==> src/rtl/mux2_arbiter_pkg.sv <==
// mux2_arbiter_pkg
// Shared definitions for the round-robin 2:1 mux arbiter:
//   - state_t : FSM state encoding (IDLE=0, G0=1, G1=2)
//   - DEFAULT_MAX_HOLD : default grant hold limit under contention
//   - CNT_W : width of the hold counter
package mux2_arbiter_pkg;

    typedef enum logic [1:0] {
        IDLE = 2'd0,
        G0   = 2'd1,
        G1   = 2'd2
    } state_t;

    localparam int DEFAULT_MAX_HOLD = 4;
    localparam int CNT_W            = 4;

endpackage

==> src/rtl/mux2_arbiter_mux.sv <==
// task2_12
// Combinational 2:1 multiplexer (4 bits wide by default).
// Ports:
//   d0 : data selected when s = 0
//   d1 : data selected when s = 1
//   s  : select
//   y  : selected data
module task2_12 #(
    parameter int WIDTH = 4
) (
    input  logic [WIDTH-1:0] d0,
    input  logic [WIDTH-1:0] d1,
    input  logic             s,
    output logic [WIDTH-1:0] y
);

    assign y = s ? d1 : d0;

endmodule

==> src/rtl/mux2_arbiter.sv <==
// mux2_arbiter
// Round-robin arbiter and sequencer for a shared 2:1 mux. Grants one of two
// requesters at a time, drives the mux select, and registers the selected
// word with a valid flag. Under contention a holder keeps the mux for at
// most MAX_HOLD grant cycles before the other side is served.
//
// Optional feature: define MUX_ARB_LOCK_EN to add lock0/lock1 inputs. While
// the current holder's lock is high, preemption is suppressed.
//
// Handshake: req0/req1 are levels held while service is wanted; a grant is
// visible on gnt0/gnt1 (and s) after the edge that sampled the request, and
// y/y_valid carry the granted source's data one edge after that.
//
// Ports:
//   clk, rst       : clock, synchronous active-high reset
//   req0, req1     : request levels from source 0 / 1
//   d0, d1         : source data words
//   lock0, lock1   : (MUX_ARB_LOCK_EN only) hold-off of preemption
//   gnt0, gnt1     : registered grants, never both high
//   s              : mux select (0 -> d0, 1 -> d1)
//   y, y_valid     : registered mux output and its valid flag
module mux2_arbiter
    import mux2_arbiter_pkg::*;
#(
    parameter int WIDTH    = 4,
    parameter int MAX_HOLD = DEFAULT_MAX_HOLD
) (
    input  logic             clk,
    input  logic             rst,
    input  logic             req0,
    input  logic             req1,
    input  logic [WIDTH-1:0] d0,
    input  logic [WIDTH-1:0] d1,
`ifdef MUX_ARB_LOCK_EN
    input  logic             lock0,
    input  logic             lock1,
`endif
    output logic             gnt0,
    output logic             gnt1,
    output logic             s,
    output logic [WIDTH-1:0] y,
    output logic             y_valid
);

    localparam logic [CNT_W-1:0] CNT_MAX = CNT_W'(MAX_HOLD - 1);

    state_t           state;
    state_t           nxt;
    logic             last;
    logic [CNT_W-1:0] cnt;
    logic [WIDTH-1:0] mux_y;
    logic             hold_lock0;
    logic             hold_lock1;
    logic             at_limit;

`ifdef MUX_ARB_LOCK_EN
    assign hold_lock0 = lock0;
    assign hold_lock1 = lock1;
`else
    assign hold_lock0 = 1'b0;
    assign hold_lock1 = 1'b0;
`endif

    assign at_limit = (cnt == CNT_MAX);

    task2_12 #(.WIDTH(WIDTH)) u_mux (
        .d0 (d0),
        .d1 (d1),
        .s  (s),
        .y  (mux_y)
    );

    always_comb begin
        nxt = state;
        case (state)
            IDLE: begin
                if (req0 && req1)
                    nxt = last ? G0 : G1;   // tie goes to the source not served last
                else if (req0)
                    nxt = G0;
                else if (req1)
                    nxt = G1;
            end
            G0: begin
                if (!req0)
                    nxt = req1 ? G1 : IDLE;
                else if (req1 && at_limit && !hold_lock0)
                    nxt = G1;
            end
            G1: begin
                if (!req1)
                    nxt = req0 ? G0 : IDLE;
                else if (req0 && at_limit && !hold_lock1)
                    nxt = G0;
            end
            default: nxt = IDLE;
        endcase
    end

    always_ff @(posedge clk) begin
        if (rst) begin
            state   <= IDLE;
            gnt0    <= 1'b0;
            gnt1    <= 1'b0;
            s       <= 1'b0;
            last    <= 1'b1;
            cnt     <= '0;
            y       <= '0;
            y_valid <= 1'b0;
        end else begin
            state <= nxt;
            gnt0  <= (nxt == G0);
            gnt1  <= (nxt == G1);

            // Select and pointer follow the granted source; s holds in IDLE.
            if (nxt != IDLE) begin
                s    <= (nxt == G1);
                last <= (nxt == G1);
            end

            // Counter restarts on every grant entry and saturates at the limit,
            // so a lock release with a saturated count switches immediately.
            if (nxt == IDLE || nxt != state)
                cnt <= '0;
            else if (!at_limit)
                cnt <= cnt + 1'b1;

            if (state != IDLE) begin
                y       <= mux_y;
                y_valid <= 1'b1;
            end else begin
                y_valid <= 1'b0;
            end
        end
    end

endmodule

==> config.mk <==
export PLATFORM = sky130hd
export DESIGN_NAME = mux2_arbiter
export DESIGN_NICKNAME = d
export VERILOG_FILES = /design/src/rtl/mux2_arbiter_pkg.sv /design/src/rtl/mux2_arbiter_mux.sv /design/src/rtl/mux2_arbiter.sv
export SDC_FILE = /design/constraint.sdc
export NUM_CORES = 1
export LEC_CHECK = 0
export ABC_CLOCK_PERIOD_IN_PS = 1600
export BUFFER_PORTS_ARGS = -buffer_cell sky130_fd_sc_hd__buf_2
export CORE_ASPECT_RATIO = 0.9
export CORE_MARGIN = 2
export CORE_UTILIZATION = 40
export CTS_CLUSTER_SIZE = 14
export DETAILED_ROUTE_END_ITERATION = 10
export PLACE_DENSITY_LB_ADDON = 0.3
export SKIP_CTS_REPAIR_TIMING = 1
export SLEW_MARGIN = 5
export SYNTH_ARGS = -nofsm -noshare
export SYNTH_HDL_FRONTEND = slang
export SYNTH_HIERARCHICAL = 1
export SYNTH_SLANG_ARGS = --single-unit
==> constraint.sdc <==
create_clock -name clk -period 1.6 [get_ports clk]
set_input_delay 0.08 -clock clk [delete_from_list [all_inputs] [get_ports clk]]
set_output_delay 0.08 -clock clk [all_outputs]
set_load 0.02 [all_outputs]
==> metrics.txt <==
status=finished, final reports clean; crit path time final=1.524 ns; Routability Congestion=0.7638; cells on worst reg2reg path=5; Mapped Area=708.2 um2; Die W=48.35 um; vias after detailed routing=606; hpwl dp=1102 um; pins over their slew limit=0; hold path endpoint=gnt0$_SDFF_PP0_; register-to-register setup slack=0.08 ns; worst slew pin tran=0.3421 ns; sequential area share after synthesis=0.4240; Clock Latency Late Sink=0.27 ns; Mapped Cells=75; setup TNS=0 ns; R2R Path End=last$_SDFFE_PP1P_; EDFF count, synth=0; Global Route Usage Sum=0.1496; register bit total from synthesis=15; hold depth=2; CTS H-tree depth=1; Antenna Diode Count=0; clock-pin slew on the worst setup and hold paths=0.08 ns; GR Util met1=0.1574; Power Density=866.9 mW/mm2; Avg Synthesized Cell Area=9.442 um2; HP Start=req1; DRT Pass-1 Iters=4; endpoints failing hold=0; worst flop-to-flop path startpoint=cnt[1]$_SDFFE_PP0P_; Async SR Flop Fraction=0; Routed Antenna Nets=0; Setup CP Type=reg -> reg; Hold WC Path Type=in -> reg; Synth Net Count=88; library cells used by synthesis=25; final WL=1433 um; nets@finish=113; WHS=0.1033 ns; CTS Buffer Depth=2; Crit Path Max Fanout=5; vias in the first global route=601; initial antenna violation count=0; pin count of the biggest net entering global routing=13; DR vias/cell=4.927; Core Area=0.001664 mm2; Final Setup Violations=0; total CTS buffers=3; met3 GRT Util=0.06207; max_slew headroom=0.7711; Critical Path AT=1.69 ns; Worst Setup Start Kind=flop; Initial Util=0.4256; critical path capture point type=flop; RSZ-0062 raised after global routing=false; global route total overflow=0; full die area=0.002123 mm2; Top Usage Layer GRT=met2; Setup WS post-layout=0.07586 ns; WL per Instance=11.65 um; WP data required=1.77 ns; CTS root buffer=clkbuf_4; I/O pins=20; GR Util met2=0.2778; first-pass GRT wire length=2456 um; drc violations=0; layout cell share with drive strength beyond 1=0.4141; CTS tree=built; fill cell count=154; clock skew=0.0006695 ns; area grow syn2layout=26.86%; Leak=0.3789 nW; top_reg_cell synth=dfxtp_1; # clock sinks=15; max frequency=656.1 MHz; row cnt=14; Final Cycle Share=0.9526; PortBufs=19; maximum capacitance violations=0; Initial DRC Count=15; Die Y=43.92 um; Setup WS pre-CTS=-0.02554 ns; Worst VDD drop=0.0006028 V; synth warn=6
[state kept, by name, indices dropped and copies added (netlist names)]
| register | flops |
|---|---|
| s | 1 |
| state | 2 |
| gnt0 | 1 |
| gnt1 | 1 |
| y | 4 |
| last | 1 |
| y_valid | 1 |
| cnt | 4 |
[layout by cell type, fill, tap and decap left out, types with 2 or more instances in the layout]
cell type	count
xor2_1	2
dfxtp_1	13
a211oi_2	2
a21oi_1	6
dfxtp_2	2
mux2_2	5
nor2_1	9
nand2_1	12
inv_1	3
nor2b_1	2
buf_2	19
buf_4	3
clkbuf_4	3
nand3_1	3
[synthesized netlist by cell type, drive strengths merged, types with 2 or more instances]
library cell,number,share of area
a211oi,3,0.039
a21oi,6,0.042
clkbuf,2,0.011
dfxtp,15,0.42
inv,3,0.016
mux2,6,0.10
nand2,12,0.064
nand3,4,0.035
nor2,9,0.048
nor2b,2,0.018
xor2,2,0.025
[where the power goes]
group	internal [mW]	switching [mW]	total [mW]
Sequential	0.398	0.0170	0.415
Clock	0.0966	0.111	0.208
Combinational	0.0681	0.0882	0.156
Total	0.562	0.216	0.779
[area by class of cell]
type	instances	area, um2	area share
inverter	3	11.26	0.01253
multi-input combinational	54	399.1	0.4443
sequential	15	302.8	0.3370
tap	24	30.03	0.03343
clock buffer	4	26.28	0.02925
timing repair buffer	23	128.9	0.1435
[per-layer routing]
metal  part of all wire  wire length [um]
met2               0.51               724
met1               0.44               630
met4                  0                 0
met3              0.055                79
met5                  0                 0
[worst max path at each step]
stage                   startpoint                 to  depth (start not counted)
4_1_cts        cnt[1]$_SDFFE_PP0P_  last$_SDFFE_PP1P_                          5
3_3_place_gp   cnt[1]$_SDFFE_PP0P_  last$_SDFFE_PP1P_                          5
2_1_floorplan  cnt[0]$_SDFFE_PP0P_  last$_SDFFE_PP1P_                          5
3_5_place_dp   cnt[1]$_SDFFE_PP0P_  last$_SDFFE_PP1P_                          5
6_report       cnt[1]$_SDFFE_PP0P_  last$_SDFFE_PP1P_                          5
5_1_grt        cnt[1]$_SDFFE_PP0P_  last$_SDFFE_PP1P_                          5
[critical path: stages (launching register included)]
cell	delay, ns
dfxtp_2	0.37
ha_4	0.14
nor3b_4	0.28
mux2_4	0.35
a211oi_2	0.21
a21oi_1	0.06
[through the flow]
| stage | cells | total power [mW] | util | cell area [um2] |
|---|---|---|---|---|
| after CTS | 123 | 0.7876 | 0.5286 | 879.6 |
| after global placement | 119 | 0.5737 | 0.5128 | 853.3 |
| after global routing | 123 | 0.8264 | 0.5399 | 898.4 |
| after detailed placement | 119 | 0.5789 | 0.5128 | 853.3 |
| after floorplan | 75 | 0.5268 | - | 713.2 |
| final | 123 | 0.7787 | 0.5399 | 898.4 |
[kinds of logic (layout without fill, tap and decap cells)]
family	count (synthesis)	count (layout)	share of synthesized area
and+or+nand+nor	29	29	0.1996
AOI/OAI and AO/OA	15	15	0.1820
DFF	15	15	0.4240
muxes	7	7	0.1148
buffers and inverters	6	30	0.03711
xor gates and xnor gates	2	2	0.02474
adders and majority gates	1	1	0.01767
Power figures use the tool's default switching activity.
